[src/rtl/vga_pkg.sv]
// Shared VGA timing constants, pipeline bundle and framebuffer helpers.
// Used by the scanout block and the plot-side adapter.
package vga_pkg;

  localparam int H_VISIBLE = 640;
  localparam int H_FP      = 16;
  localparam int H_SYNC    = 96;
  localparam int H_BP      = 48;
  localparam int H_TOTAL   = H_VISIBLE + H_FP + H_SYNC + H_BP;

  localparam int V_VISIBLE = 480;
  localparam int V_FP      = 10;
  localparam int V_SYNC    = 2;
  localparam int V_BP      = 33;
  localparam int V_TOTAL   = V_VISIBLE + V_FP + V_SYNC + V_BP;

  localparam int FB_W  = 160;
  localparam int FB_H  = 120;
  localparam int FB_AW = 15;
  localparam int CW    = 10;

  typedef struct packed {
    logic vis;
    logic hs_n;
    logic vs_n;
    logic vblank;
  } sync_t;

  localparam sync_t SYNC_IDLE = '{
    vis:    1'b0,
    hs_n:   1'b1,
    vs_n:   1'b1,
    vblank: 1'b0
  };

  // 4x4 screen pixels per cell; y*160 built from shifts
  function automatic logic [FB_AW-1:0] fb_index(
    input logic [CW-1:0] h,
    input logic [CW-1:0] v
  );
    logic [FB_AW-1:0] x;
    logic [FB_AW-1:0] y;
    x = FB_AW'(h >> 2);
    y = FB_AW'(v >> 2);
    return (y << 7) + (y << 5) + x;
  endfunction

endpackage

[src/rtl/vga_scanout_if.sv]
// Raster position and raw sync flags from the timing
// generator to the scanout pipeline.
interface vga_scanout_if;
  import vga_pkg::*;

  logic [CW-1:0] h_cnt;
  logic [CW-1:0] v_cnt;
  logic          visible;
  logic          hsync_n;
  logic          vsync_n;

  modport master (
    output h_cnt, v_cnt, visible, hsync_n, vsync_n
  );

  modport slave (
    input h_cnt, v_cnt, visible, hsync_n, vsync_n
  );

endinterface

[src/rtl/vga_timing.sv]
// Horizontal/vertical raster counters and undelayed
// visible / sync decode.
module vga_timing import vga_pkg::*; #(
  parameter int H_VISIBLE = vga_pkg::H_VISIBLE,
  parameter int H_FP      = vga_pkg::H_FP,
  parameter int H_SYNC    = vga_pkg::H_SYNC,
  parameter int H_BP      = vga_pkg::H_BP,
  parameter int V_VISIBLE = vga_pkg::V_VISIBLE,
  parameter int V_FP      = vga_pkg::V_FP,
  parameter int V_SYNC    = vga_pkg::V_SYNC,
  parameter int V_BP      = vga_pkg::V_BP
) (
  input  logic          clk,
  input  logic          reset,
  vga_scanout_if.master tim
);

  localparam int HT = H_VISIBLE + H_FP + H_SYNC + H_BP;
  localparam int VT = V_VISIBLE + V_FP + V_SYNC + V_BP;

  localparam logic [CW-1:0] H_LAST = CW'(HT - 1);
  localparam logic [CW-1:0] V_LAST = CW'(VT - 1);
  localparam logic [CW-1:0] H_VIS  = CW'(H_VISIBLE);
  localparam logic [CW-1:0] V_VIS  = CW'(V_VISIBLE);
  localparam logic [CW-1:0] HS_ON  = CW'(H_VISIBLE + H_FP);
  localparam logic [CW-1:0] HS_OFF =
    CW'(H_VISIBLE + H_FP + H_SYNC);
  localparam logic [CW-1:0] VS_ON  = CW'(V_VISIBLE + V_FP);
  localparam logic [CW-1:0] VS_OFF =
    CW'(V_VISIBLE + V_FP + V_SYNC);

  logic [CW-1:0] h_q, h_d;
  logic [CW-1:0] v_q, v_d;

  always_comb begin
    h_d = h_q + 1'b1;
    v_d = v_q;
    if (h_q == H_LAST) begin
      h_d = '0;
      v_d = (v_q == V_LAST) ? '0 : v_q + 1'b1;
    end
  end

  always_ff @(posedge clk) begin
    if (!reset) begin
      h_q <= '0;
      v_q <= '0;
    end else begin
      h_q <= h_d;
      v_q <= v_d;
    end
  end

  assign tim.h_cnt   = h_q;
  assign tim.v_cnt   = v_q;
  assign tim.visible = (h_q < H_VIS) && (v_q < V_VIS);
  assign tim.hsync_n = !((h_q >= HS_ON) && (h_q < HS_OFF));
  assign tim.vsync_n = !((v_q >= VS_ON) && (v_q < VS_OFF));

endmodule

[src/rtl/vga_scanout.sv]
// 160x120x3 framebuffer scanout: address generation, 3-stage
// pipeline aligned with a 1-clk RAM, colour expansion.
module vga_scanout import vga_pkg::*; #(
  parameter int H_VISIBLE = vga_pkg::H_VISIBLE,
  parameter int H_FP      = vga_pkg::H_FP,
  parameter int H_SYNC    = vga_pkg::H_SYNC,
  parameter int H_BP      = vga_pkg::H_BP,
  parameter int V_VISIBLE = vga_pkg::V_VISIBLE,
  parameter int V_FP      = vga_pkg::V_FP,
  parameter int V_SYNC    = vga_pkg::V_SYNC,
  parameter int V_BP      = vga_pkg::V_BP
) (
  input  logic             clk,
  input  logic             reset,
  output logic [FB_AW-1:0] fb_addr,
  input  logic [2:0]       fb_data,
  output logic [3:0]       VGA_R,
  output logic [3:0]       VGA_G,
  output logic [3:0]       VGA_B,
  output logic             VGA_HS,
  output logic             VGA_VS,
  output logic             VGA_BLANK,
  output logic             VGA_SYNC,
  output logic             vblank
);

  localparam logic [CW-1:0] V_VIS = CW'(V_VISIBLE);

  vga_scanout_if tim ();

  vga_timing #(
    .H_VISIBLE (H_VISIBLE),
    .H_FP      (H_FP),
    .H_SYNC    (H_SYNC),
    .H_BP      (H_BP),
    .V_VISIBLE (V_VISIBLE),
    .V_FP      (V_FP),
    .V_SYNC    (V_SYNC),
    .V_BP      (V_BP)
  ) u_timing (
    .clk   (clk),
    .reset (reset),
    .tim   (tim)
  );

  sync_t s1_q, s1_d;
  sync_t s2_q, s2_d;
  sync_t s3_q, s3_d;

  logic [FB_AW-1:0] addr_q, addr_d;
  logic [11:0]      rgb_q, rgb_d;

  // fb_data arrives alongside stage 2, so gate with s2 visibility
  always_comb begin
    s1_d = '{
      vis:    tim.visible,
      hs_n:   tim.hsync_n,
      vs_n:   tim.vsync_n,
      vblank: (tim.v_cnt >= V_VIS)
    };
    s2_d   = s1_q;
    s3_d   = s2_q;
    addr_d = '0;
    if (tim.visible)
      addr_d = fb_index(tim.h_cnt, tim.v_cnt);
    rgb_d = '0;
    if (s2_q.vis)
      rgb_d = {{4{fb_data[2]}},
               {4{fb_data[1]}},
               {4{fb_data[0]}}};
  end

  always_ff @(posedge clk) begin
    if (!reset) begin
      s1_q   <= SYNC_IDLE;
      s2_q   <= SYNC_IDLE;
      s3_q   <= SYNC_IDLE;
      addr_q <= '0;
      rgb_q  <= '0;
    end else begin
      s1_q   <= s1_d;
      s2_q   <= s2_d;
      s3_q   <= s3_d;
      addr_q <= addr_d;
      rgb_q  <= rgb_d;
    end
  end

  assign fb_addr   = addr_q;
  assign VGA_R     = rgb_q[11:8];
  assign VGA_G     = rgb_q[7:4];
  assign VGA_B     = rgb_q[3:0];
  assign VGA_HS    = s3_q.hs_n;
  assign VGA_VS    = s3_q.vs_n;
  assign VGA_BLANK = s3_q.vis;
  assign VGA_SYNC  = 1'b0;
  assign vblank    = s3_q.vblank;

endmodule

[config.mk]
export PLATFORM = sky130hd
export DESIGN_NAME = vga_scanout
export DESIGN_NICKNAME = d
export VERILOG_FILES = /design/src/rtl/vga_pkg.sv /design/src/rtl/vga_scanout_if.sv /design/src/rtl/vga_timing.sv /design/src/rtl/vga_scanout.sv
export SDC_FILE = /design/constraint.sdc
export NUM_CORES = 1
export LEC_CHECK = 0
export CORE_MARGIN = 2
export CORE_UTILIZATION = 53
export CTS_CLUSTER_SIZE = 10
export DETAILED_ROUTE_END_ITERATION = 8
export PLACE_DENSITY = 0.89
export SLEW_MARGIN = 20
export SYNTH_ARGS = -nofsm -noshare
export SYNTH_HDL_FRONTEND = slang
export SYNTH_SLANG_ARGS = --single-unit
[constraint.sdc]
create_clock -name clk -period 2.4 [get_ports clk]
set_input_delay 0.48 -clock clk [delete_from_list [all_inputs] [get_ports clk]]
set_output_delay 0.48 -clock clk [all_outputs]
set_load 0.005 [all_outputs]
==> impl_metrics.json, run 1 <==
{
  "maxSlewViolCount": 0,
  "ctsRootBufferMaster": "sky130_fd_sc_hd__clkbuf_8",
  "synth_nets": 270,
  "cts_max_path_buffers": 2,
  "regToRegSetupSlack_ns": 0.08,
  "endpoint_of_the_worst_register_to_register_path": "fb_addr[14]",
  "pin_count_of_the_biggest_net_entering_global_routing": 22,
  "xor_xnor_portion_of_the_synthesized_cell_area": 0.04176,
  "async_flop_share": 0,
  "critical_path.most_common_cell": "sky130_fd_sc_hd__o31a_1",
  "grt_pass1_wl_um": 8010,
  "yosysMostFrequentCell": "sky130_fd_sc_hd__dfxtp_1",
  "final.setup.tns_ns": 0,
  "synth_warnings": 0,
  "final_critical_path_setup_slack_ns": 0.08271,
  "path_cells": "inv_1 > fa_1 > inv_1 > ha_1 > nor2b_1 > o31a_1 > o31a_1 > o31a_1",
  "clock_latency_of_the_later_clocked_register_in_the_worst_skew_pair_ns": 0.32,
  "launching_element_of_the_worst_setup_path": "u_timing.tim.v_cnt[2]",
  "synth_top_area_cell": "sky130_fd_sc_hd__dfxtp_1",
  "synth_simple_gate_area_share": 0.2402,
  "critical_path_cell_count": 8,
  "synth-main-ff-cell": "sky130_fd_sc_hd__dfxtp_1",
  "detailedRoute.firstIterationViolations": 92,
  "setup_crit_end": "fb_addr[14]",
  "synth-edff-count": 0,
  "vias": 1843,
  "dp_worst_setup_slack_ns": 0.09402,
  "synth.distinct_cells": 43,
  "startpoint_type": "register",
  "route.detailed.drc": 0,
  "final-hold-violation-count": 0,
  "wire_per_inst_um": 13.97,
  "synth.area.mux_share": 0.004338,
  "synth_cell_area_um2": 2307,
  "worstPathMaxFanout": 4,
  "num_antenna_cells": 0,
  "cp.buffers_inverters": 2,
  "num_io_pins": 37,
  "max_clock_freq_ghz": 0.4315,
  "placementRows": 23,
  "tightest_slew_ns": 0.5236,
  "register_area_share_after_synthesis": 0.4338,
  "final.min_clock_period_ns": 2.317,
  "worst_ep_arrival_time_ns": 2.52,
  "worst_hold_path_startpoint": "s1_q[1]",
  "critical_path.top_delay_family": "compound AO/OA/AOI/OAI gates",
  "viasPerCell": 5.518,
  "number_of_global_route_vias_before_repair": 1703,
  "groute.usage.overall": 0.2055,
  "cts_made_buffers": 5,
  "cap_violations": 0,
  "start_util": 0.5646,
  "max-vdd-ir-drop_uv": 242.8,
  "synth_adder_area_share": 0.1204,
  "die_w_um": 69.98,
  "cts_max_level": 2,
  "post_place_instance_area_um2": 2686,
  "design.core.area_um2": 4086,
  "synth_top_area_share": 0.4338,
  "dp.final_hpwl_um": 3472,
  "numPortBuffers": 35,
  "critical_path_required_ns": 2.61,
  "die_height_um": 69.98,
  "finalSetupViolations": 0,
  "ys_seq_elements": 50,
  "dominant_combinational_cell_family_by_area_after_synthesis": "simple AND/OR/NAND/NOR gates",
  "endpoint_kind": "register",
  "drt_pre_antenna_iters": 4,
  "synth_cells": 244,
  "post_route_cell_area_um2": 2804,
  "setup.worst_path.class": "reg -> reg",
  "cpMaxStageDelayCell": "sky130_fd_sc_hd__fa_1",
  "p_leak_nw": 1.100,
  "finalHoldWorstSlack_ns": 0.4051,
  "run_status": "complete, no violations",
  "synth_commonest_cells": "50 x sky130_fd_sc_hd__dfxtp_1, 22 x sky130_fd_sc_hd__nor2_1, 19 x sky130_fd_sc_hd__ha_1, 18 x sky130_fd_sc_hd__inv_1, 13 x sky130_fd_sc_hd__nand3_1",
  "grt_antenna_before_repair": 0,
  "fp.dieArea_um2": 4897,
  "synth_area_per_cell_um2": 9.456,
  "final.setup_skew_ns": 0.006917,
  "final_core_util": 0.6862,
  "tritoncts": "built",
  "final_net_count": 309,
  "globalRouteOverflowTotal": 0,
  "drtAntennaViolNets": 0,
  "numClockSinks": 50,
  "final_min_period_over_clock_period": 0.9655,
  "totalWireLength_um": 4665,
  "holdBufCountCts": 0,
  "powerDensity_nw_per_um2": 507.4,
  "synth.area.top_cells": "sky130_fd_sc_hd__dfxtp_1 43%, sky130_fd_sc_hd__ha_1 10%, sky130_fd_sc_hd__nor2_1 3.6%",
  "cts.clk_slew.worst_paths_ns": 0.10,
  "fraction_of_layout_cells_with_a_size_suffix_above_1": 0.08451,
  "holdCritPathClass": "reg -> reg",
  "rr_worst_depth": 8,
  "max-slew-margin-rel": 0.6482,
  "max_stage_delay_on_crit_path_ns": 0.39,
  "place.gp.congestion": 0.8623,
  "synth_compound_gate_area_share": 0.08785,
  "reg_to_reg_startpoint": "u_timing.tim.v_cnt[2]",
  "synthToLayoutAreaGrowth_pct": 21.53
}
-- layout make-up --
class	instances	area (um^2)
clock buffer	5	68.82
clock inverter	3	28.78
fill	295	1282
inverter	18	67.56
multi-input combinational	163	1145
sequential	50	1006
tap	50	62.56
timing repair buffer	45	425.4
-- power by group --
part / switching [mW] / internal [mW]
logic: 0.0235 / 0.0271
clock network: 0.309 / 0.218
registers: 0.00849 / 0.837
-- layout by cell type, fill, tap and decap left out, types with 3 or more instances in the layout --
cell | Yosys | final
sky130_fd_sc_hd__nand3_1 | 13 | 13
sky130_fd_sc_hd__nor2b_1 | 3 | 3
sky130_fd_sc_hd__nand2_1 | 10 | 10
sky130_fd_sc_hd__nor3_1 | 8 | 8
sky130_fd_sc_hd__xnor2_1 | 7 | 7
sky130_fd_sc_hd__o21a_1 | 4 | 4
sky130_fd_sc_hd__clkbuf_8 | 0 | 5
sky130_fd_sc_hd__dfxtp_1 | 50 | 48
sky130_fd_sc_hd__a21oi_1 | 5 | 5
sky130_fd_sc_hd__o21ai_0 | 8 | 8
sky130_fd_sc_hd__ha_1 | 19 | 19
sky130_fd_sc_hd__o31a_1 | 3 | 3
sky130_fd_sc_hd__and3_1 | 4 | 4
sky130_fd_sc_hd__or3_1 | 6 | 6
sky130_fd_sc_hd__nand4_1 | 5 | 5
sky130_fd_sc_hd__nand2b_1 | 6 | 6
sky130_fd_sc_hd__inv_1 | 18 | 18
sky130_fd_sc_hd__clkdlybuf4s50_1 | 0 | 35
sky130_fd_sc_hd__buf_4 | 10 | 10
sky130_fd_sc_hd__and2_1 | 12 | 12
sky130_fd_sc_hd__nor2_1 | 22 | 22
sky130_fd_sc_hd__xor2_1 | 4 | 4
-- routing by layer --
metal / GRT usage / part of all wire / vias up
met2: 0.3397 / 0.49 / 50
li1: - / - / 906
met1: 0.2536 / 0.44 / 876
met3: 0.05339 / 0.045 / 11
met5: 0 / 0 / -
met4: 0.08547 / 0.022 / 0
-- cells by family after synthesis --
group                      Yosys count
xor gates and xnor gates            11
adders and majority gates           21
DFF                                 50
buffers and inverters               31
AOI/OAI and AO/OA                   31
other                                1
and+or+nand+nor                     98
muxes                                1
-- stage by stage --
stage	cells	total power [mW]
global route	334	1.483
global placement	324	0.9143
floorplan	244	0.8916
CTS	332	1.432
finish	334	1.423
detailed placement	324	0.9161
-- worst min-delay path by stage --
stage | end | depth (start not counted) | slack (ns)
3_5_place_dp | VGA_HS | 1 | 0.39
5_1_grt | VGA_HS | 1 | 0.43
2_1_floorplan | VGA_HS | 1 | 0.39
3_3_place_gp | s2_q[1] | 1 | 0.39
6_report | s2_q[1] | 1 | 0.41
4_1_cts | s2_q[1] | 1 | 0.41
-- state kept, by name, summed over array words and instances (netlist names) --
name                flops
fb_addr                15
VGA_VS                  1
rgb_q                   3
VGA_HS                  1
VGA_BLANK               1
s2_q                    4
u_timing.tim.h_cnt     10
s1_q                    4
vblank                  1
u_timing.tim.v_cnt     10
-- what timing repair did --
| action | CTS | global route |
|---|---|---|
| setup buffers | 0 | 2 |
| endpoints found under the setup margin | 0 | 3 |
| gates resized for setup | 0 | 3 |
No activity file was read; power rests on OpenSTA's default activity.
==> run 2: changes to the inputs <==
--- a/config.mk
+++ b/config.mk
@@ -5,8 +5,10 @@
 export SDC_FILE = /design/constraint.sdc
 export NUM_CORES = 1
 export LEC_CHECK = 0
+export CORE_ASPECT_RATIO = 0.9
 export CORE_MARGIN = 2
 export CORE_UTILIZATION = 53
+export CTS_CLUSTER_DIAMETER = 80
 export CTS_CLUSTER_SIZE = 10
 export DETAILED_ROUTE_END_ITERATION = 8
 export PLACE_DENSITY = 0.89
==> run 2 against run 1 <==
Global-route usage shrank 0.84 points. Die area is essentially flat. Hold slack gained 0.00079 ns. Critical path depth is the same. Cell area grew 0.36%. Maximum frequency grew 2.0%. Non-clock buffer count shrank 1. Wire length shrank 4.2%. Clock power grew 16%. Critical path type unchanged.
==> impl_metrics.json, run 2 (synthesis results as in run 1) <==
{
  "pin_count_of_the_biggest_net_entering_global_routing": 22,
  "rsz0062_at_grt": "no",
  "dp.final_hpwl_um": 3395,
  "detailedRoute.firstIterationViolations": 72,
  "grt_pass1_wl_um": 7527,
  "max_stage_delay_on_crit_path_ns": 0.39,
  "p_comb_frac": 0.034,
  "fraction_of_layout_cells_with_a_size_suffix_above_1": 0.08481,
  "clock_latency_of_the_later_clocked_register_in_the_worst_skew_pair_ns": 0.31,
  "max_clock_freq_ghz": 0.4402,
  "synthToLayoutAreaGrowth_pct": 21.96,
  "pwr-share-seq": 0.561,
  "num_antenna_cells": 0,
  "worst_ep_arrival_time_ns": 2.47,
  "fp.dieArea_um2": 4897,
  "globalRoute.busiestLayer": "met2",
  "start_util": 0.5588,
  "gr-usage-met2": 0.3270,
  "grt_use_met3": 0.04387,
  "final-hold-violation-count": 0,
  "drt_pre_antenna_iters": 4,
  "cts_made_buffers": 5,
  "layout.cells.most_common_list": "48 x sky130_fd_sc_hd__dfxtp_1, 35 x sky130_fd_sc_hd__clkdlybuf4s50_1, 22 x sky130_fd_sc_hd__nor2_1",
  "max-slew-margin-rel": 0.6478,
  "final_core_util": 0.6815,
  "worstPathMaxFanout": 6,
  "finalSetupViolations": 0,
  "die_w_um": 73.55,
  "numPortBuffers": 35,
  "cts_max_level": 2,
  "cap_violations": 0,
  "holdBufCountCts": 0,
  "design.core.area_um2": 4129,
  "largest_register_ff_count": 15,
  "final.setup.tns_ns": 0,
  "ctsResizeCount": 0,
  "tritoncts": "built",
  "powerDensity_nw_per_um2": 535.3,
  "drtAntennaViolNets": 0,
  "post_cts.repair.setup_buffers": 0,
  "switching_share": 0.2152,
  "path_cells": "inv_1 > fa_1 > inv_1 > ha_1 > nor2b_2 > o31a_1 > o31a_1 > o31a_1",
  "groute.usage.overall": 0.1971,
  "layout.filler_cells": 312,
  "maxSlewViolCount": 0,
  "place.gp.congestion": 0.9198,
  "grt_antenna_before_repair": 0,
  "placementRows": 22,
  "cpMaxStageDelayCell": "sky130_fd_sc_hd__dfxtp_2",
  "die_height_um": 66.59,
  "final_net_count": 308,
  "p_leak_nw": 1.100,
  "finalHoldWorstSlack_ns": 0.4059,
  "internal_power_mw": 1.182,
  "number_of_global_route_vias_before_repair": 1712,
  "post_layout_nonfiller_instances": 331,
  "startpoint_type": "register",
  "final.setup_skew_ns": 0.01931,
  "place_inst": 323,
  "run_status": "complete, no violations",
  "max-vdd-ir-drop_uv": 287.5,
  "endpoint_kind": "register",
  "tightest_slew_ns": 0.5243,
  "critical_path_required_ns": 2.60,
  "wire_per_inst_um": 13.51,
  "cts.clk_slew.worst_paths_ns": 0.11,
  "holdCritPathClass": "reg -> reg",
  "final_min_period_over_clock_period": 0.9466,
  "viasPerCell": 5.453,
  "vias": 1805,
  "totalWireLength_um": 4471,
  "power.net_switching_mw": 0.3241,
  "cts_max_path_buffers": 2,
  "globalRouteOverflowTotal": 0,
  "layout_commonest_cell": "sky130_fd_sc_hd__dfxtp_1",
  "gr-usage-met1": 0.2580,
  "setup.worst_path.class": "reg -> reg",
  "ctsRootBufferMaster": "sky130_fd_sc_hd__clkbuf_8",
  "critical_path.most_common_cell": "sky130_fd_sc_hd__o31a_1",
  "numClockSinks": 50,
  "clockPowerShare": 0.405,
  "num_io_pins": 37,
  "route.detailed.drc": 0,
  "final.min_clock_period_ns": 2.272
}
run 2: cell count changes in the layout (fill, tap and decap cells not counted), sizes merged:
cell      previous run  this run
buf                 10         9
bufinv               0         1
clkinv               1         0
clkinvlp             0         1
inv                 20        19
run 2: power groups by stage:
stage	registers, mW	logic (mW)	clock network [mW]
after floorplan	0.864	0.0276	0
after global placement	0.864	0.0498	0
after detailed placement	0.865	0.0513	0
after CTS	0.846	0.0515	0.619
after global routing	0.847	0.0567	0.648
final	0.845	0.0505	0.610
run 2: area by class of cell:
class | instances | area (um^2) | area share
multi-input combinational | 163 | 1147 | 0.4077
sequential | 50 | 1003 | 0.3566
timing repair buffer | 44 | 417.9 | 0.1485
clock buffer | 5 | 68.82 | 0.02446
inverter | 18 | 67.56 | 0.02401
tap | 48 | 60.06 | 0.02134
clock inverter | 3 | 48.80 | 0.01734
run 2: critical path, delay by kind of cell (launching register included):
| family | cells | cell delay (ns) |
|---|---|---|
| compound gates | 3 | 0.80 |
| flops | 1 | 0.39 |
| simple gates | 1 | 0.18 |
| buf+inv | 2 | 0.16 |
| fa+ha+maj | 2 | 0.64 |
run 2: routing by layer:
metal	vias up	wire length [um]
met5	-	0
met2	66	2059
met1	832	2109
li1	898	-
met3	9	250
met4	0	52
run 2: final timing paths:
check        slack [ns]     endpoint  cells after the start             startpoint
min                0.41      s2_q[2]                      1                s1_q[2]
max                0.13  fb_addr[14]                      8  u_timing.tim.v_cnt[2]
max reg2reg        0.13  fb_addr[14]                      8  u_timing.tim.v_cnt[2]
min reg2reg        0.41      s2_q[2]                      1                s1_q[2]
run 2: through the flow:
step                      setup slack (ns)  power, mW  instance area, um^2
after floorplan                     0.2158     0.8916                 2307
after global placement              0.1797     0.9143                 2691
after detailed placement            0.1118     0.9163                 2691
after CTS                          0.08928      1.516                 2809
after global routing               0.03470      1.552                 2814
final                               0.1282      1.506                 2814
==> run 3: changes to the inputs <==
--- a/config.mk
+++ b/config.mk
@@ -11,6 +11,7 @@
 export CTS_CLUSTER_DIAMETER = 80
 export CTS_CLUSTER_SIZE = 10
 export DETAILED_ROUTE_END_ITERATION = 8
+export GPL_TIMING_DRIVEN = 1
 export PLACE_DENSITY = 0.89
 export SLEW_MARGIN = 20
 export SYNTH_ARGS = -nofsm -noshare
==> constraint.sdc (replaced) <==
create_clock -name clk -period 2.6 [get_ports clk]
set_input_delay 0.52 -clock clk [delete_from_list [all_inputs] [get_ports clk]]
set_output_delay 0.52 -clock clk [all_outputs]
set_load 0.005 [all_outputs]
==> run 3 against run 2 <==
Cell area is 0.80% lower. Global-route usage fell by 0.56 points. Power fell by 2.3%. Hold slack improved by 0.0073 ns. Combinational power decreased by 7.1%. First-iteration DRC count is 35% higher. Die area did not move. Register-to-register slack improved by 0.14 ns. Sequential power is 7.6% lower. Clock-buffer cell count is the same. Clock skew is 0.014 ns lower.
==> impl_metrics.json, run 3 (synthesis results as in run 1) <==
{
  "clockPowerShare": 0.438,
  "reg_to_reg_startpoint": "u_timing.tim.v_cnt[2]",
  "numClockSinks": 50,
  "powerDensity_nw_per_um2": 527.4,
  "layout.cells.most_common_list": "50 x sky130_fd_sc_hd__dfxtp_1, 35 x sky130_fd_sc_hd__clkdlybuf4s50_1, 22 x sky130_fd_sc_hd__nor2_1",
  "synthToLayoutAreaGrowth_pct": 20.99,
  "placementRows": 22,
  "internal_power_mw": 1.184,
  "final_net_count": 303,
  "cpMaxStageDelayCell": "sky130_fd_sc_hd__dfxtp_1",
  "vias": 1810,
  "die_w_um": 73.55,
  "startpoint_type": "register",
  "numPortBuffers": 35,
  "globalRouteOverflowTotal": 0,
  "run_status": "complete, no violations",
  "start_util": 0.5588,
  "post_cts.repair.setup_buffers": 0,
  "max_clock_freq_ghz": 0.4293,
  "tritoncts": "built",
  "final_core_util": 0.6761,
  "clock_latency_of_the_later_clocked_register_in_the_worst_skew_pair_ns": 0.30,
  "p_comb_frac": 0.032,
  "layout_commonest_cell": "sky130_fd_sc_hd__dfxtp_1",
  "pwr-share-seq": 0.530,
  "final_min_period_over_clock_period": 0.8958,
  "power.net_switching_mw": 0.2887,
  "dp_worst_setup_slack_ns": 0.2875,
  "rsz0062_at_grt": "no",
  "cts.clk_slew.worst_paths_ns": 0.09,
  "cts_max_path_buffers": 2,
  "critical_path.top_delay_family": "compound AO/OA/AOI/OAI gates",
  "final.setup_skew_ns": 0.005408,
  "finalSetupViolations": 0,
  "launching_element_of_the_worst_setup_path": "u_timing.tim.v_cnt[2]",
  "route.detailed.drc": 0,
  "largest_register_ff_count": 15,
  "post_route_cell_area_um2": 2791,
  "num_io_pins": 37,
  "setup.worst_path.class": "reg -> reg",
  "max_stage_delay_on_crit_path_ns": 0.42,
  "ctsRootBufferMaster": "sky130_fd_sc_hd__clkbuf_8",
  "maxSlewViolCount": 0,
  "cts_max_level": 2,
  "final.setup.tns_ns": 0,
  "post_layout_nonfiller_instances": 326,
  "number_of_global_route_vias_before_repair": 1678,
  "place_inst": 318,
  "p_leak_nw": 1.085,
  "dp.final_hpwl_um": 3188,
  "endpoint_kind": "register",
  "wire_per_inst_um": 13.56,
  "final-hold-violation-count": 0,
  "num_antenna_cells": 0,
  "max-vdd-ir-drop_uv": 227.3,
  "final.min_clock_period_ns": 2.329,
  "holdBufCountCts": 0,
  "fraction_of_layout_cells_with_a_size_suffix_above_1": 0.05755,
  "die_height_um": 66.59,
  "detailedRoute.firstIterationViolations": 97,
  "drtAntennaViolNets": 0,
  "viasPerCell": 5.552,
  "worst_ep_arrival_time_ns": 2.52,
  "max-slew-margin-rel": 0.6657,
  "ctsResizeCount": 0,
  "critical_path_required_ns": 2.79,
  "groute.usage.overall": 0.1915,
  "place.gp.congestion": 0.9054,
  "path_cells": "inv_1 > fa_1 > inv_1 > ha_1 > nor2b_1 > o31a_1 > o31a_1 > o31a_1",
  "fp.dieArea_um2": 4897,
  "tightest_slew_ns": 0.4977,
  "final_critical_path_setup_slack_ns": 0.2708,
  "cts_made_buffers": 5,
  "grt_antenna_before_repair": 0,
  "holdCritPathClass": "reg -> reg",
  "cap_violations": 0,
  "worst_hold_path_startpoint": "s1_q[1]",
  "pin_count_of_the_biggest_net_entering_global_routing": 22,
  "design.core.area_um2": 4129,
  "power_mw": 1.472,
  "cp.buffers_inverters": 2,
  "worstPathMaxFanout": 6,
  "drt_pre_antenna_iters": 4,
  "finalHoldWorstSlack_ns": 0.4132,
  "totalWireLength_um": 4421,
  "post_place_instance_area_um2": 2654,
  "switching_share": 0.1961,
  "critical_path.most_common_cell": "sky130_fd_sc_hd__o31a_1",
  "grt_pass1_wl_um": 7258
}
-- run 3: worst register-to-register path: stages, from the launching register on --
cell and delay (ns):
sky130_fd_sc_hd__dfxtp_1 0.42, sky130_fd_sc_hd__inv_1 0.12, sky130_fd_sc_hd__fa_1 0.39, sky130_fd_sc_hd__inv_1 0.07
sky130_fd_sc_hd__ha_1 0.26, sky130_fd_sc_hd__nor2b_1 0.17, sky130_fd_sc_hd__o31a_1 0.29, sky130_fd_sc_hd__o31a_1 0.27
sky130_fd_sc_hd__o31a_1 0.24
-- run 3: layout make-up --
cell class	count	area [um^2]
Timing Repair Buffer	39	380.4
Clock inverter	3	68.82
Multi-Input combinational cell	163	1145
Inverter	18	67.56
Sequential cell	50	1001
Clock buffer	5	68.82
Fill cell	315	1338
Tap cell	48	60.06
-- run 3: per-layer routing --
| metal | track usage | vias up | wire length (um) |
|---|---|---|---|
| met4 | 0.08182 | 0 | 65 |
| met3 | 0.06354 | 9 | 321 |
| met1 | 0.2404 | 836 | 2020 |
| met5 | 0 | - | 0 |
| li1 | - | 891 | - |
| met2 | 0.2991 | 74 | 2014 |
-- run 3: power groups by stage --
| stage | clock [mW] | sequential [mW] | combinational (mW) |
|---|---|---|---|
| floorplan | 0 | 0.798 | 0.0255 |
| global placement | 0 | 0.798 | 0.0457 |
| detailed placement | 0 | 0.799 | 0.0467 |
| CTS | 0.652 | 0.781 | 0.0472 |
| global route | 0.683 | 0.782 | 0.0514 |
| finish | 0.645 | 0.781 | 0.0469 |
-- run 3: final timing paths --
kind / to / slack [ns] / cells past startpoint
worst max register to register: fb_addr[14] / 0.27 / 8
worst min register to register: s2_q[1] / 0.41 / 1
worst min-delay path: s2_q[1] / 0.41 / 1
worst max-delay path: fb_addr[14] / 0.27 / 8
